### src/rtl/mem_access_pkg.sv
// mem_access_pkg: shared definitions for the rv32i memory-access stage.
//   - One-hot opcode class bit indices and OPCODE_WIDTH.
//   - Named load/store funct3 encodings (LS_B .. LS_HU).
//   - FSM state type, store byte-lane struct and the helpers that build
//     store lanes and detect misaligned accesses.
package mem_access_pkg;

    localparam int OPCODE_WIDTH = 11;

    // One-hot opcode class bit positions.
    localparam int R_TYPE = 0;
    localparam int I_TYPE = 1;
    localparam int L_TYPE = 2;
    localparam int S_TYPE = 3;
    localparam int B_TYPE = 4;
    localparam int JAL    = 5;
    localparam int JALR   = 6;
    localparam int LUI    = 7;
    localparam int AUIPC  = 8;
    localparam int SYSTEM = 9;
    localparam int FENCE  = 10;

    // Load/store size and sign encodings.
    localparam logic [2:0] LS_B  = 3'b000;
    localparam logic [2:0] LS_H  = 3'b001;
    localparam logic [2:0] LS_W  = 3'b010;
    localparam logic [2:0] LS_BU = 3'b100;
    localparam logic [2:0] LS_HU = 3'b101;

    // Classes that write a destination register.
    localparam logic [OPCODE_WIDTH-1:0] WR_RD_MASK = OPCODE_WIDTH'(
        (1 << R_TYPE) | (1 << I_TYPE) | (1 << L_TYPE) | (1 << JAL) |
        (1 << JALR) | (1 << LUI) | (1 << AUIPC));

    typedef enum logic [1:0] {
        IDLE = 2'd0,
        BUSY = 2'd1,
        HOLD = 2'd2
    } state_t;

    typedef struct packed {
        logic [3:0]  sel;
        logic [31:0] data;
    } store_lane_t;

    // Byte enables and replicated write data for a store. Halfwords key
    // off addr[1] only, words ignore the offset entirely.
    function automatic store_lane_t store_lane(input logic [2:0]  funct3,
                                               input logic [1:0]  offset,
                                               input logic [31:0] rs2);
        store_lane_t s;
        s.sel  = 4'b1111;
        s.data = rs2;
        case (funct3[1:0])
            2'b00: begin
                s.sel  = 4'b0001 << offset;
                s.data = {4{rs2[7:0]}};
            end
            2'b01: begin
                s.sel  = 4'b0011 << {offset[1], 1'b0};
                s.data = {2{rs2[15:0]}};
            end
            default: ;
        endcase
        return s;
    endfunction

    function automatic logic misaligned(input logic [2:0] funct3,
                                        input logic [1:0] offset);
        logic m;
        case (funct3[1:0])
            2'b01:   m = offset[0];
            2'b10:   m = |offset;
            default: m = 1'b0;
        endcase
        return m;
    endfunction

endpackage

### src/rtl/mem_access_load_align.sv
// load_align: combinational load data alignment and extension.
//   data   : raw 32-bit bus read word
//   offset : byte offset of the access within the word
//   funct3 : load size/sign (LS_B, LS_H, LS_W, LS_BU, LS_HU)
//   result : selected byte/halfword, sign- or zero-extended to 32 bits
module load_align
    import mem_access_pkg::*;
(
    input  logic [31:0] data,
    input  logic [1:0]  offset,
    input  logic [2:0]  funct3,
    output logic [31:0] result
);

    logic [7:0]  byte_sel;
    logic [15:0] half_sel;

    always_comb begin
        byte_sel = data[{offset, 3'b000} +: 8];
        half_sel = offset[1] ? data[31:16] : data[15:0];
        result   = data;
        case (funct3)
            LS_B:    result = {{24{byte_sel[7]}}, byte_sel};
            LS_H:    result = {{16{half_sel[15]}}, half_sel};
            LS_BU:   result = {24'd0, byte_sel};
            LS_HU:   result = {16'd0, half_sel};
            default: result = data;
        endcase
    end

endmodule

### src/rtl/mem_access.sv
// mem_access: rv32i memory-access stage.
// Takes instructions from the ALU stage (i_ce/i_stall/i_flush handshake),
// runs loads and stores on a single-master cyc/stb/ack data bus, aligns and
// extends load data and forwards every result to writeback with o_wr_rd.
// Ports:
//   clk, reset          : clock, synchronous active-high reset
//   i_ce .. i_pc        : instruction from the ALU stage
//   i_flush, i_stall    : drop incoming instruction / writeback backpressure
//   o_stall             : backpressure toward the ALU stage (combinational)
//   o_ce .. o_misaligned: result toward writeback
//   o_wb_*, i_wb_*      : data bus master
// Build option: define MISALIGN_TRAP_EN to turn misaligned halfword/word
// accesses into a 1-cycle faulting result instead of a bus cycle.
module mem_access
    import mem_access_pkg::*;
#(
    parameter int ADDR_WIDTH = 32
) (
    input  logic                    clk,
    input  logic                    reset,
    input  logic                    i_ce,
    input  logic [OPCODE_WIDTH-1:0] i_opcode,
    input  logic [2:0]              i_funct3,
    input  logic [31:0]             i_rd,
    input  logic [31:0]             i_rs2,
    input  logic [4:0]              i_rd_addr,
    input  logic [31:0]             i_pc,
    input  logic                    i_flush,
    input  logic                    i_stall,
    output logic                    o_stall,
    output logic                    o_ce,
    output logic [OPCODE_WIDTH-1:0] o_opcode,
    output logic [31:0]             o_pc,
    output logic [4:0]              o_rd_addr,
    output logic [31:0]             o_rd,
    output logic                    o_wr_rd,
    output logic                    o_misaligned,
    output logic                    o_wb_cyc,
    output logic                    o_wb_stb,
    output logic                    o_wb_we,
    output logic [ADDR_WIDTH-1:0]   o_wb_addr,
    output logic [31:0]             o_wb_data,
    output logic [3:0]              o_wb_sel,
    input  logic                    i_wb_ack,
    input  logic [31:0]             i_wb_data
);

    state_t      state, next_state;
    logic        is_load, is_store, is_mem;
    logic        accept, trap, wr_rd;
    logic [1:0]  off_q;
    logic [2:0]  funct3_q;
    logic [31:0] load_data;
    store_lane_t lane;

    assign is_load  = i_opcode[L_TYPE];
    assign is_store = i_opcode[S_TYPE];
    assign is_mem   = is_load || is_store;
    assign accept   = (state == IDLE) && i_ce && !i_flush && !i_stall;
    assign wr_rd    = (|(i_opcode & WR_RD_MASK)) && (i_rd_addr != 5'd0);
    assign lane     = store_lane(i_funct3, i_rd[1:0], i_rs2);

`ifdef MISALIGN_TRAP_EN
    assign trap = is_mem && misaligned(i_funct3, i_rd[1:0]);
`else
    assign trap = 1'b0;
`endif

    // Anything past IDLE is an instruction still in flight, so upstream waits.
    assign o_stall  = i_stall || (state != IDLE);
    assign o_wb_cyc = (state == BUSY);
    assign o_wb_stb = (state == BUSY);

    load_align u_load_align (
        .data   (i_wb_data),
        .offset (off_q),
        .funct3 (funct3_q),
        .result (load_data)
    );

    always_ff @(posedge clk) begin
        if (reset) state <= IDLE;
        else       state <= next_state;
    end

    always_comb begin
        next_state = state;
        case (state)
            IDLE: if (accept && is_mem && !trap) next_state = BUSY;
            BUSY: if (i_wb_ack) next_state = i_stall ? HOLD : IDLE;
            HOLD: if (!i_stall) next_state = IDLE;
            default: next_state = IDLE;
        endcase
    end

    always_ff @(posedge clk) begin
        if (reset) begin
            o_ce         <= 1'b0;
            o_opcode     <= '0;
            o_pc         <= '0;
            o_rd_addr    <= '0;
            o_rd         <= '0;
            o_wr_rd      <= 1'b0;
            o_misaligned <= 1'b0;
            o_wb_we      <= 1'b0;
            o_wb_addr    <= '0;
            o_wb_data    <= '0;
            o_wb_sel     <= '0;
            off_q        <= '0;
            funct3_q     <= '0;
        end else begin
            case (state)
                IDLE: begin
                    if (accept) begin
                        o_opcode     <= i_opcode;
                        o_pc         <= i_pc;
                        o_rd_addr    <= i_rd_addr;
                        o_misaligned <= trap;
                        o_wr_rd      <= wr_rd && !trap;
                        if (is_mem && !trap) begin
                            o_ce      <= 1'b0;
                            o_wb_we   <= is_store;
                            o_wb_addr <= {i_rd[ADDR_WIDTH-1:2], 2'b00};
                            o_wb_sel  <= is_store ? lane.sel : 4'b0000;
                            o_wb_data <= is_store ? lane.data : 32'd0;
                            off_q     <= i_rd[1:0];
                            funct3_q  <= i_funct3;
                        end else begin
                            // Non-memory result, or faulting address on a trap.
                            o_ce <= 1'b1;
                            o_rd <= i_rd;
                        end
                    end else if (!i_stall) begin
                        o_ce <= 1'b0;
                    end
                end
                BUSY: begin
                    if (i_wb_ack) begin
                        o_rd <= o_wb_we ? 32'd0 : load_data;
                        o_ce <= !i_stall;
                    end
                end
                HOLD: begin
                    if (!i_stall) o_ce <= 1'b1;
                end
                default: ;
            endcase
        end
    end

endmodule
### config.mk
export PLATFORM = sky130hd
export DESIGN_NAME = mem_access
export DESIGN_NICKNAME = d
export VERILOG_FILES = /design/src/rtl/mem_access_pkg.sv /design/src/rtl/mem_access_load_align.sv /design/src/rtl/mem_access.sv
export SDC_FILE = /design/constraint.sdc
export NUM_CORES = 1
export LEC_CHECK = 0
export CORE_ASPECT_RATIO = 0.5
export CORE_MARGIN = 10
export CORE_UTILIZATION = 55
export CTS_CLUSTER_DIAMETER = 150
export DETAILED_ROUTE_END_ITERATION = 7
export DONT_BUFFER_PORTS = 1
export HOLD_SLACK_MARGIN = 0.08
export PLACE_DENSITY = 0.68
export RECOVER_POWER = 25
export SLEW_MARGIN = 20
export SYNTH_ARGS = -nofsm -noshare
export SYNTH_HDL_FRONTEND = slang
export SYNTH_SLANG_ARGS = --single-unit
### constraint.sdc
create_clock -name clk -period 5.5 [get_ports clk]
set_input_delay 1.375 -clock clk [delete_from_list [all_inputs] [get_ports clk]]
set_output_delay 1.375 -clock clk [all_outputs]
set_load 0.01 [all_outputs]
**Yosys cells after proc, flatten, opt, wreduce, memory -nomap -nowiden**

Cells that the tools add are included.

- Equal/unequal tests: 12
- Shift operators: 3
- Multiplexer cells: 21
- Reduce and logical (&&, ||, !) cells: 22

Operators with widths:

| operator | number |
|---|---|
| 32-bit 2-to-1 mux | 5 |
| 32-bit one-hot mux with 4 select lines | 1 |
| 36-bit one-hot mux with 2 select lines | 1 |
| 32-bit one-hot mux with 2 select lines | 1 |
| 32-bit by 6-bit variable part select with 8-bit output | 1 |
| 16-bit 2-to-1 mux | 1 |
| 2-bit 2-to-1 mux | 4 |
| 4-bit AND reduction | 2 |
| 7-bit OR reduction | 1 |
| 3-bit == test, second input constant | 2 |
| 2-bit inequality test, second input constant | 3 |
| 2-bit one-hot mux with 3 select lines | 1 |
| 3-bit AND reduction | 2 |
| 1-bit logical AND | 5 |
| 1-bit 2-to-1 mux | 5 |
| 5-bit nonzero test | 1 |
| 2-bit by 1-bit == test with 1-bit output, second input constant | 2 |
| 2-bit zero test | 2 |
| 4-bit 2-to-1 mux | 1 |
| 2-bit by 1-bit inequality test with 1-bit output, second input constant | 2 |
| 2-bit nonzero test | 2 |
| 1-bit by 2-bit left shift with 4-bit output, first input constant | 1 |
| 2-bit by 2-bit left shift with 4-bit output, first input constant | 1 |
| 3-bit by 1-bit == test with 1-bit output, second input constant | 1 |
| 8 further kinds | 10 |

- Flip-flop bits (word level): 156
- Output and inout port bits: 155
- Word-level logic and storage cells: 71

**Longest topological paths before layout**

Gate-level depths: netlist of the first run.

- Depth in word-level cells: 7
- Depth in mapped cells: 8

**Modules after synthesis**

Synthesis of the first run repeated with hierarchy kept, for this count alone.

- Cell total of the unflattened synthesis: 887
- Area total of the unflattened synthesis: 7185.6 um^2

Modules (own cells, without submodules):

| module | instances | cells an instance | area an instance (um^2) | sequential area each (um^2) |
|---|---|---|---|---|
| mem_access | 1 | 769 | 6424.9 | 3123.0 |
| load_align | 1 | 118 | 760.7 | 0.0 |

**Worst setup path before layout of the first run**

No wires, ideal clock.

- Path type: in2out
- From: in i_stall
- To: out o_stall
- Arrival time: 1689 ps
- Path slack: 2436 ps
- Stages on the path: 2
- Buffers on the path: 1
- Cell sequence: buf_2 nand2b_1

- Longest elaborated chain between the ends: 1

Ends and longest elaborated chain:

| item | line | text |
|---|---|---|
| start: declaration | mem_access.sv:29 | `input logic i_stall,` |
| 1-bit logical OR | mem_access.sv:70 | `assign o_stall = i_stall \|\| (state != IDLE);` |
| end: declaration | mem_access.sv:30 | `output logic o_stall,` |

No other way between the ends.

**Worst setup path in the final report of the first run**

- From: in i_stall
- To: reg o_rd[25]

- Longest elaborated chain between the ends: 4

Ends and longest elaborated chain:

| item | line | text |
|---|---|---|
| 1-bit zero test | - |  |
| 1-bit logical AND | mem_access.sv:59 | `assign accept = (state == IDLE) && i_ce && !i_flush && !i_stall;` |
| 2-bit inequality test (no source line) | - |  |
| 4-bit AND reduction (no source line) | - |  |
| end signal: assignment | mem_access.sv:131 | `o_rd <= i_rd;` |
| end signal: assignment | mem_access.sv:139 | `o_rd <= o_wb_we ? 32'd0 : load_data;` |
| end: declaration | mem_access.sv:35 | `output logic [31:0] o_rd,` |

No other way between the ends.
A chain may end at the register's enable or synchronous reset.

==> impl_summary.txt, run 1 <==
----------------------------------------------------
[Run status]
  Run status ... complete, but fails checks
  Violations in the final reports ... max-capacitance violations, max-slew violations

[Die]
  Overall die area ... 18400 sq um
  Height of the chip ... 101 microns
  Core region area ... 12800 sq um
  Number of rows created at floorplan ... 29
  IO Count ... 308
  Starting Density ... 0.566
  Die outline width ... 182 microns

[Finish]
  Leading cell type in the layout, fill and taps excluded ... sky130_fd_sc_hd__nand2_1
  Area Overhead vs Synth ... 6.67%
  Leading cell types in the layout, fill and taps excluded ... sky130_fd_sc_hd__nand2_1, sky130_fd_sc_hd__dfxtp_1, sky130_fd_sc_hd__a21oi_1
  Share of cells above drive strength 1 ... 0.102
  Count of antenna diodes in the layout ... 0
  Count of nets after finishing ... 965
  Count of filler cells inserted in the layout ... 1177

[Drt]
  Number of iterations in the first detailed-routing pass ... 5
  Number of routed nets with antenna violations ... 0
  Wirelength, routed ... 23700 microns
  Vias after detailed routing ... 6119
  Residual DRC ... 0
  First-iteration detailed-routing DRC count ... 586
  Routed via count divided by cell count ... 6.17
  Detail-routed net length per standard cell ... roughly 24 microns

[STA]
  FMAX ... 0.265 GHz
  Final worst path period need ... roughly 3.8 ns
  # setup viols final ... 0
  Setup ws final ... 1.72 ns
  Worst slew pin tran ... 2.26 ns
  Setup TNS Final ... 0 ns
  Unrepaired setup endpoints after global routing ... no
  Final-report hold violation count ... 0
  Maximum clock skew at final layout ... ~0.015 ns
  Ratio of final minimum period to clock period ... 0.687
  Number of slew-limit violations in the final report ... 53
  Max-slew headroom at the worst pin ... -0.507

[Global route]
  Overall track demand over capacity in global routing ... 0.240
  Final global-route overflow total ... 0
  Number of global-route vias before repair ... 5653
  Maximum number of pins on one net before global-route repair ... 144
  Antenna violations before repair ... 0
  First-pass GRT wire length ... between 30000 and 40000 microns

[Worst setup path]
  Type of origin of the critical path ... input port
  Critical path arrival ... 4.02 ns
  Worst Setup Path Type ... in -> reg
  Buffers and inverters on the worst path ... 1
  Worst endpoint required time ... 5.74 ns
  Kind of cell adding the most delay to the critical path ... buffers and inverters
  Cell Chain, Critical Path ... nand4bb_2, clkbuf_1, o21ai_4, nand4_4, o221ai_1
  Cell with the largest stage delay on the worst path ... sky130_fd_sc_hd__clkbuf_1
  Crit end category ... flop
  Slowest cell delay on critical path ... between 1.5 and 2 ns
  Top fanout value on the critical path ... 52
  Source of the critical timing path ... i_stall
  R2r startpoint ... state[0]$_SDFFE_PP0P_

[Clock network]
  Clock insertion delay at the later pin of the skew report ... 0.42 ns
  Number of levels the H-tree was split into ... 4
  Deepest clock path buffer count ... 2
  # resized after CTS ... 0
  TritonCTS clock tree ... done
  Number of buffers inserted for hold repair after clock tree synthesis ... 0
  Number of clock buffers inserted by TritonCTS ... 17
  Clock-pin slew on the worst setup and hold paths ... 0.06 ns
  Total number of clock tree sinks ... 156
  Post-CTS Setup Bufs ... 0
  CTS Root Cell ... sky130_fd_sc_hd__clkbuf_16

[Placed design]
  Placed wire-length estimate ... around 17000 microns
  Number of input and output port buffers inserted ... 0
  Worst Setup Slack post-DPL ... approximately 1.9 ns
  Final estimated routing congestion in global placement ... 0.864

[Logic synthesis]
  Unique cell type count in the Yosys netlist ... 59
  Synthesized flop and latch total ... 156
  Most common flop cell mapped by yosys ... sky130_fd_sc_hd__dfxtp_1
  Mean cell area of the mapped netlist ... 8.42 sq um
  Cell area after technology mapping ... approximately 7200 sq um
  Number of warnings issued by yosys ... 0
  Fraction of registers with async set or reset after synthesis ... 0
  Post-synth EDFFs ... 0
  Sequential fraction of the synthesis area ... 0.432
  Synthesized netlist cell count ... 858

[Power]
  Worst supply voltage drop on vdd ... between 150 and 200 uV
  Ratio of total power to cell area ... 327 nW/um^2
  Reported leakage power ... 2.65 nW

[Min path]
  Beginning of the worst hold path ... o_opcode[0]$_SDFFE_PP0P_
  Worst min path class ... reg -> reg

[Run]
  Max Cap Violations ... 1

----------------------------------------------------
-- metrics by stage --
| stage | instance area (sq um) | utilization | power (mW) | instances | hold WS, ns |
|---|---|---|---|---|---|
| after global placement | 7140 | 0.559 | 1.44 | 958 | 0.489 |
| after CTS | 7710 | 0.603 | 2.54 | 991 | 0.503 |
| after global routing | 7700 | 0.603 | 2.61 | 991 | 0.517 |
| final | 7700 | 0.603 | 2.52 | 991 | 0.499 |
| after detailed placement | 7160 | 0.560 | 1.45 | 959 | 0.493 |
| after floorplan | 7230 | - | 1.42 | 860 | 0.458 |
-- power by group --
group          leakage, nW  switching (mW)  internal (mW)  total [mW]
clock                0.258           0.498          0.599        1.10
combinational         1.13           0.105         0.0826       0.188
sequential            1.27          0.0632           1.17        1.24
-- per-layer routing --
metal / up-vias / share of wire / global-route usage
li1: 2924 / - / -
met1: 2855 / 0.39 / 0.282
met2: 314 / 0.47 / 0.385
met3: 26 / 0.12 / 0.122
met4: 0 / 0.015 / 0.0603
met5: - / 0 / 0
-- area by class of cell --
class	count	area, sq um	area share
Multi-Input combinational cell	613	3710	0.482
Sequential cell	156	3120	0.405
Clock buffer	19	443	0.0575
Tap cell	170	213	0.0276
Clock inverter	13	108	0.0140
Timing Repair Buffer	7	56.3	0.00731
Inverter	13	48.8	0.00633
-- worst min-delay path: stages, from the launching register on --
cell and delay [ns]:
sky130_fd_sc_hd__dfxtp_1 0.34, sky130_fd_sc_hd__nand2_1 0.06, sky130_fd_sc_hd__a21oi_1 0.05
-- state kept, by name, indices dropped and copies added (netlist names) --
signal     cells
state          2
o_wb_data     32
o_pc          32
off_q          2
o_wb_sel       4
o_rd_addr      5
o_opcode      11
o_ce           1
o_wb_we        1
o_rd          32
o_wr_rd        1
o_wb_addr     30
funct3_q       3
-- final timing paths --
check / endpoint / slack, ns / depth (start not counted)
max: o_rd[25]$_SDFFE_PP0P_ / 1.72 / 5
min: o_opcode[0]$_SDFFE_PP0P_ / 0.50 / 2
max reg2reg: o_rd[25]$_SDFFE_PP0P_ / 1.92 / 7
min reg2reg: o_opcode[0]$_SDFFE_PP0P_ / 0.50 / 2
-- Yosys cell counts, drive strengths merged, types with 2 or more instances --
library cell | count | share of area
o21a | 2 | 0.0021
buf | 43 | 0.032
and2 | 2 | 0.0017
or2 | 2 | 0.0017
a311oi | 9 | 0.012
mux2i | 23 | 0.032
a2bb2oi | 6 | 0.0073
a22oi | 27 | 0.028
a221oi | 8 | 0.0097
nor2 | 52 | 0.027
or3 | 3 | 0.0026
o22ai | 7 | 0.0061
nand3b | 7 | 0.0073
mux4 | 8 | 0.025
o221ai | 16 | 0.028
nand2 | 196 | 0.10
o21ai | 20 | 0.015
o32ai | 2 | 0.0024
a21oi | 119 | 0.083
dfxtp | 156 | 0.43
nor3b | 10 | 0.010
o2111ai | 7 | 0.0085
nor2b | 12 | 0.010
o211ai | 20 | 0.021
inv | 12 | 0.0062
nand2b | 14 | 0.012
mux2 | 16 | 0.025
ha | 4 | 0.0069
clkbuf | 35 | 0.018
-- cell families (layout without fill, tap and decap cells) --
kind of cell	count (synthesis)	count (layout)	synth area share
flip-flops	156	156	0.432
other	1	3	0.000519
AO/OA/AOI/OAI	250	250	0.231
adder cells (fa/ha/maj)	4	4	0.00693
buffers and inverters	91	52	0.0570
multiplexers	47	47	0.0818
AND/OR/NAND/NOR	309	309	0.191
No activity file was read; power rests on OpenSTA's default activity.
==> run 2: changes to the inputs <==
--- a/config.mk
+++ b/config.mk
@@ -12,7 +12,7 @@
 export DETAILED_ROUTE_END_ITERATION = 7
 export DONT_BUFFER_PORTS = 1
 export HOLD_SLACK_MARGIN = 0.08
-export PLACE_DENSITY = 0.68
+export PLACE_DENSITY = 0.71
 export RECOVER_POWER = 25
 export SLEW_MARGIN = 20
 export SYNTH_ARGS = -nofsm -noshare
==> constraint.sdc (replaced) <==
create_clock -name clk -period 3.35 [get_ports clk]
set_input_delay 0.8375 -clock clk [delete_from_list [all_inputs] [get_ports clk]]
set_output_delay 0.8375 -clock clk [all_outputs]
set_load 0.01 [all_outputs]
==> run 2 against run 1 <==
Compared with the run above:
- the flow now finishes without violations
- die area unchanged
- worst setup slack worse by 0.90 ns
- largest cell class unchanged
- worst hold slack improved by 0.0042 ns
- flip-flop and latch count did not move
==> impl_summary.txt, run 2 (synthesized netlist as in run 1, its figures left out) <==
----------------------------------------------------
[Clock network]
  Clock-pin slew on the worst setup and hold paths ... 0.06 ns
  Number of levels the H-tree was split into ... 4
  Clock insertion delay at the later pin of the skew report ... 0.41 ns
  Post-CTS Setup Bufs ... 0
  TritonCTS clock tree ... done
  CTS Root Cell ... sky130_fd_sc_hd__clkbuf_16
  Deepest clock path buffer count ... 2
  Number of buffers inserted for hold repair after clock tree synthesis ... 0
  Total number of clock tree sinks ... 156
  # resized after CTS ... 0
  Number of clock buffers inserted by TritonCTS ... 17

[Finish]
  Leading cell type in the layout, fill and taps excluded ... sky130_fd_sc_hd__nand2_1
  Storage element area ... between 3000 and 4000 sq um
  Leading cell types in the layout, fill and taps excluded ... sky130_fd_sc_hd__nand2_1, sky130_fd_sc_hd__dfxtp_1, sky130_fd_sc_hd__a21oi_1
  Share of cells above drive strength 1 ... 0.102
  Count of antenna diodes in the layout ... 0
  Area Overhead vs Synth ... 8.02%
  Multi-input combinational cell area ... 3710 sq um
  Count of filler cells inserted in the layout ... 1114
  Count of nets after finishing ... 968
  Top flop regs ... o_pc (32), o_rd (32), o_wb_data (32)

[Global route]
  Antenna violations before repair ... 0
  First-pass GRT wire length ... 35500 microns
  Number of global-route vias before repair ... 5887
  Maximum number of pins on one net before global-route repair ... ~140
  Final global-route overflow total ... 0
  Overall track demand over capacity in global routing ... 0.242

[Worst setup path]
  Crit end category ... flop
  Critical path arrival ... 2.85 ns
  Internal reg-to-reg setup slack ... 0.82 ns
  Kind of cell adding the most delay to the critical path ... simple AND/OR/NAND/NOR gates
  Cell with the largest stage delay on the worst path ... sky130_fd_sc_hd__ha_1
  Cell Chain, Critical Path ... inv_1, ha_1, and2b_1, o21ai_1, or4b_1, a311oi_1
  Worst endpoint required time ... about 3.7 ns
  Buffers and inverters on the worst path ... 1
  Source of the critical timing path ... state[1]$_SDFFE_PP0P_
  Slowest cell delay on critical path ... 0.74 ns
  Worst setup path end ... o_rd[15]$_SDFFE_PP0P_
  R2r startpoint ... state[1]$_SDFFE_PP0P_
  Number of stages on the worst setup path ... 6
  Top fanout value on the critical path ... 22
  Type of origin of the critical path ... flop
  Worst Setup Path Type ... reg -> reg
  Terminus of the critical flop-to-flop path ... o_rd[15]$_SDFFE_PP0P_
  Worst-case reg-to-reg path depth ... 6

[Drt]
  Detail-routed net length per standard cell ... 23.8 microns
  Vias after detailed routing ... about 6200
  Residual DRC ... 0
  First-iteration detailed-routing DRC count ... 487
  Number of routed nets with antenna violations ... 0
  Wirelength, routed ... 23600 microns
  Routed via count divided by cell count ... 6.20
  Number of iterations in the first detailed-routing pass ... 6

[Die]
  Height of the chip ... 101 microns
  IO Count ... slightly above 300
  Core region area ... 12800 sq um
  Number of rows created at floorplan ... 29
  Starting Density ... 0.566
  Die outline width ... ~180 microns
  Overall die area ... 18400 sq um

[Min path]
  Worst min path class ... reg -> reg

[STA]
  Worst slew pin tran ... 0.940 ns
  FMAX ... between 0.3 and 0.4 GHz
  Ratio of final minimum period to clock period ... 0.754
  Max-slew headroom at the worst pin ... 0.371
  Maximum clock skew at final layout ... about 0.012 ns
  Final worst path period need ... 2.53 ns
  Number of slew-limit violations in the final report ... 0
  Worst hold margin ... 0.503 ns
  Final-report hold violation count ... 0
  Setup TNS Final ... 0 ns
  # setup viols final ... 0
  Unrepaired setup endpoints after global routing ... no

[Run status]
  Run status ... completed

[Placed design]
  Final estimated routing congestion in global placement ... 0.920
  Number of input and output port buffers inserted ... 0
  Placed wire-length estimate ... 17600 microns

[Power]
  Cell internal power dissipation ... between 3 and 4 mW
  Share of power burned in the clock network ... 0.467
  Worst supply voltage drop on vdd ... 315 uV
  Combinational power share ... 0.071
  Reported net switching power ... 1.07 mW
  Switching share of power ... 0.244
  Reported leakage power ... 2.70 nW
  Ratio of total power to cell area ... between 500 and 600 nW/um^2
  Power share of the sequential group ... 0.462

[Run]
  Max Cap Violations ... 0

----------------------------------------------------
run 2: changes by cell type in the layout (fill, tap and decap cells not counted), sizes merged:
cell,previous run,this run
bufinv,0,4
clkinv,6,1
clkbuf,20,19
buf,6,10
run 2: worst min path at each step:
stage / start / to / depth (start not counted)
2_1_floorplan: funct3_q[2]$_SDFFE_PP0P_ / funct3_q[2]$_SDFFE_PP0P_ / 2
3_3_place_gp: o_pc[6]$_SDFFE_PP0P_ / o_pc[6]$_SDFFE_PP0P_ / 2
3_5_place_dp: o_pc[9]$_SDFFE_PP0P_ / o_pc[9]$_SDFFE_PP0P_ / 2
4_1_cts: reset / o_rd_addr[2]$_SDFFE_PP0P_ / 1
5_1_grt: reset / o_rd_addr[4]$_SDFFE_PP0P_ / 1
6_report: o_rd_addr[2]$_SDFFE_PP0P_ / o_rd_addr[2]$_SDFFE_PP0P_ / 2
run 2: area by class of cell:
cell class	instances	area share
clock buffer	19	0.0555
timing repair buffer	10	0.0112
tap	170	0.0273
sequential	156	0.400
multi-input combinational	613	0.475
clock inverter	12	0.0241
inverter	13	0.00625
run 2: tightest hold or removal path, delay by kind of cell (launching register included):
kind / cells / cell delay, ns
AO/OA/AOI/OAI: 1 / 0.05
flip-flops: 1 / 0.34
AND/OR/NAND/NOR: 1 / 0.07
run 2: power by group through the flow:
stage | Combinational, mW | Sequential, mW | Clock [mW]
2_1_floorplan | 0.296 | 2.04 | 0
3_3_place_gp | 0.299 | 2.07 | 0
3_5_place_dp | 0.309 | 2.08 | 0
4_1_cts | 0.310 | 2.03 | 2.08
5_1_grt | 0.347 | 2.04 | 2.16
6_report | 0.312 | 2.03 | 2.05
run 2: layer usage:
metal / share of wire / wire length [microns] / vias to the layer above / global-route usage
li1: - / - / 2921 / -
met1: 0.39 / 9200 / 2897 / 0.290
met2: 0.48 / 11300 / 313 / 0.396
met3: 0.11 / 2660 / 24 / 0.0907
met4: 0.017 / 394 / 0 / 0.0796
met5: 0 / 0 / - / 0
run 2: through the flow:
stage / setup slack, ns / instances / area [sq um] / util / power [mW]
final: 0.823 / 993 / 7800 / 0.611 / 4.40
after global routing: 0.645 / 993 / 7800 / 0.611 / 4.55
after CTS: 0.825 / 993 / 7800 / 0.611 / 4.43
after detailed placement: 0.851 / 962 / 7180 / 0.562 / 2.38
after global placement: 0.902 / 962 / 7180 / 0.562 / 2.37
after floorplan: 1.16 / 860 / 7230 / - / 2.34
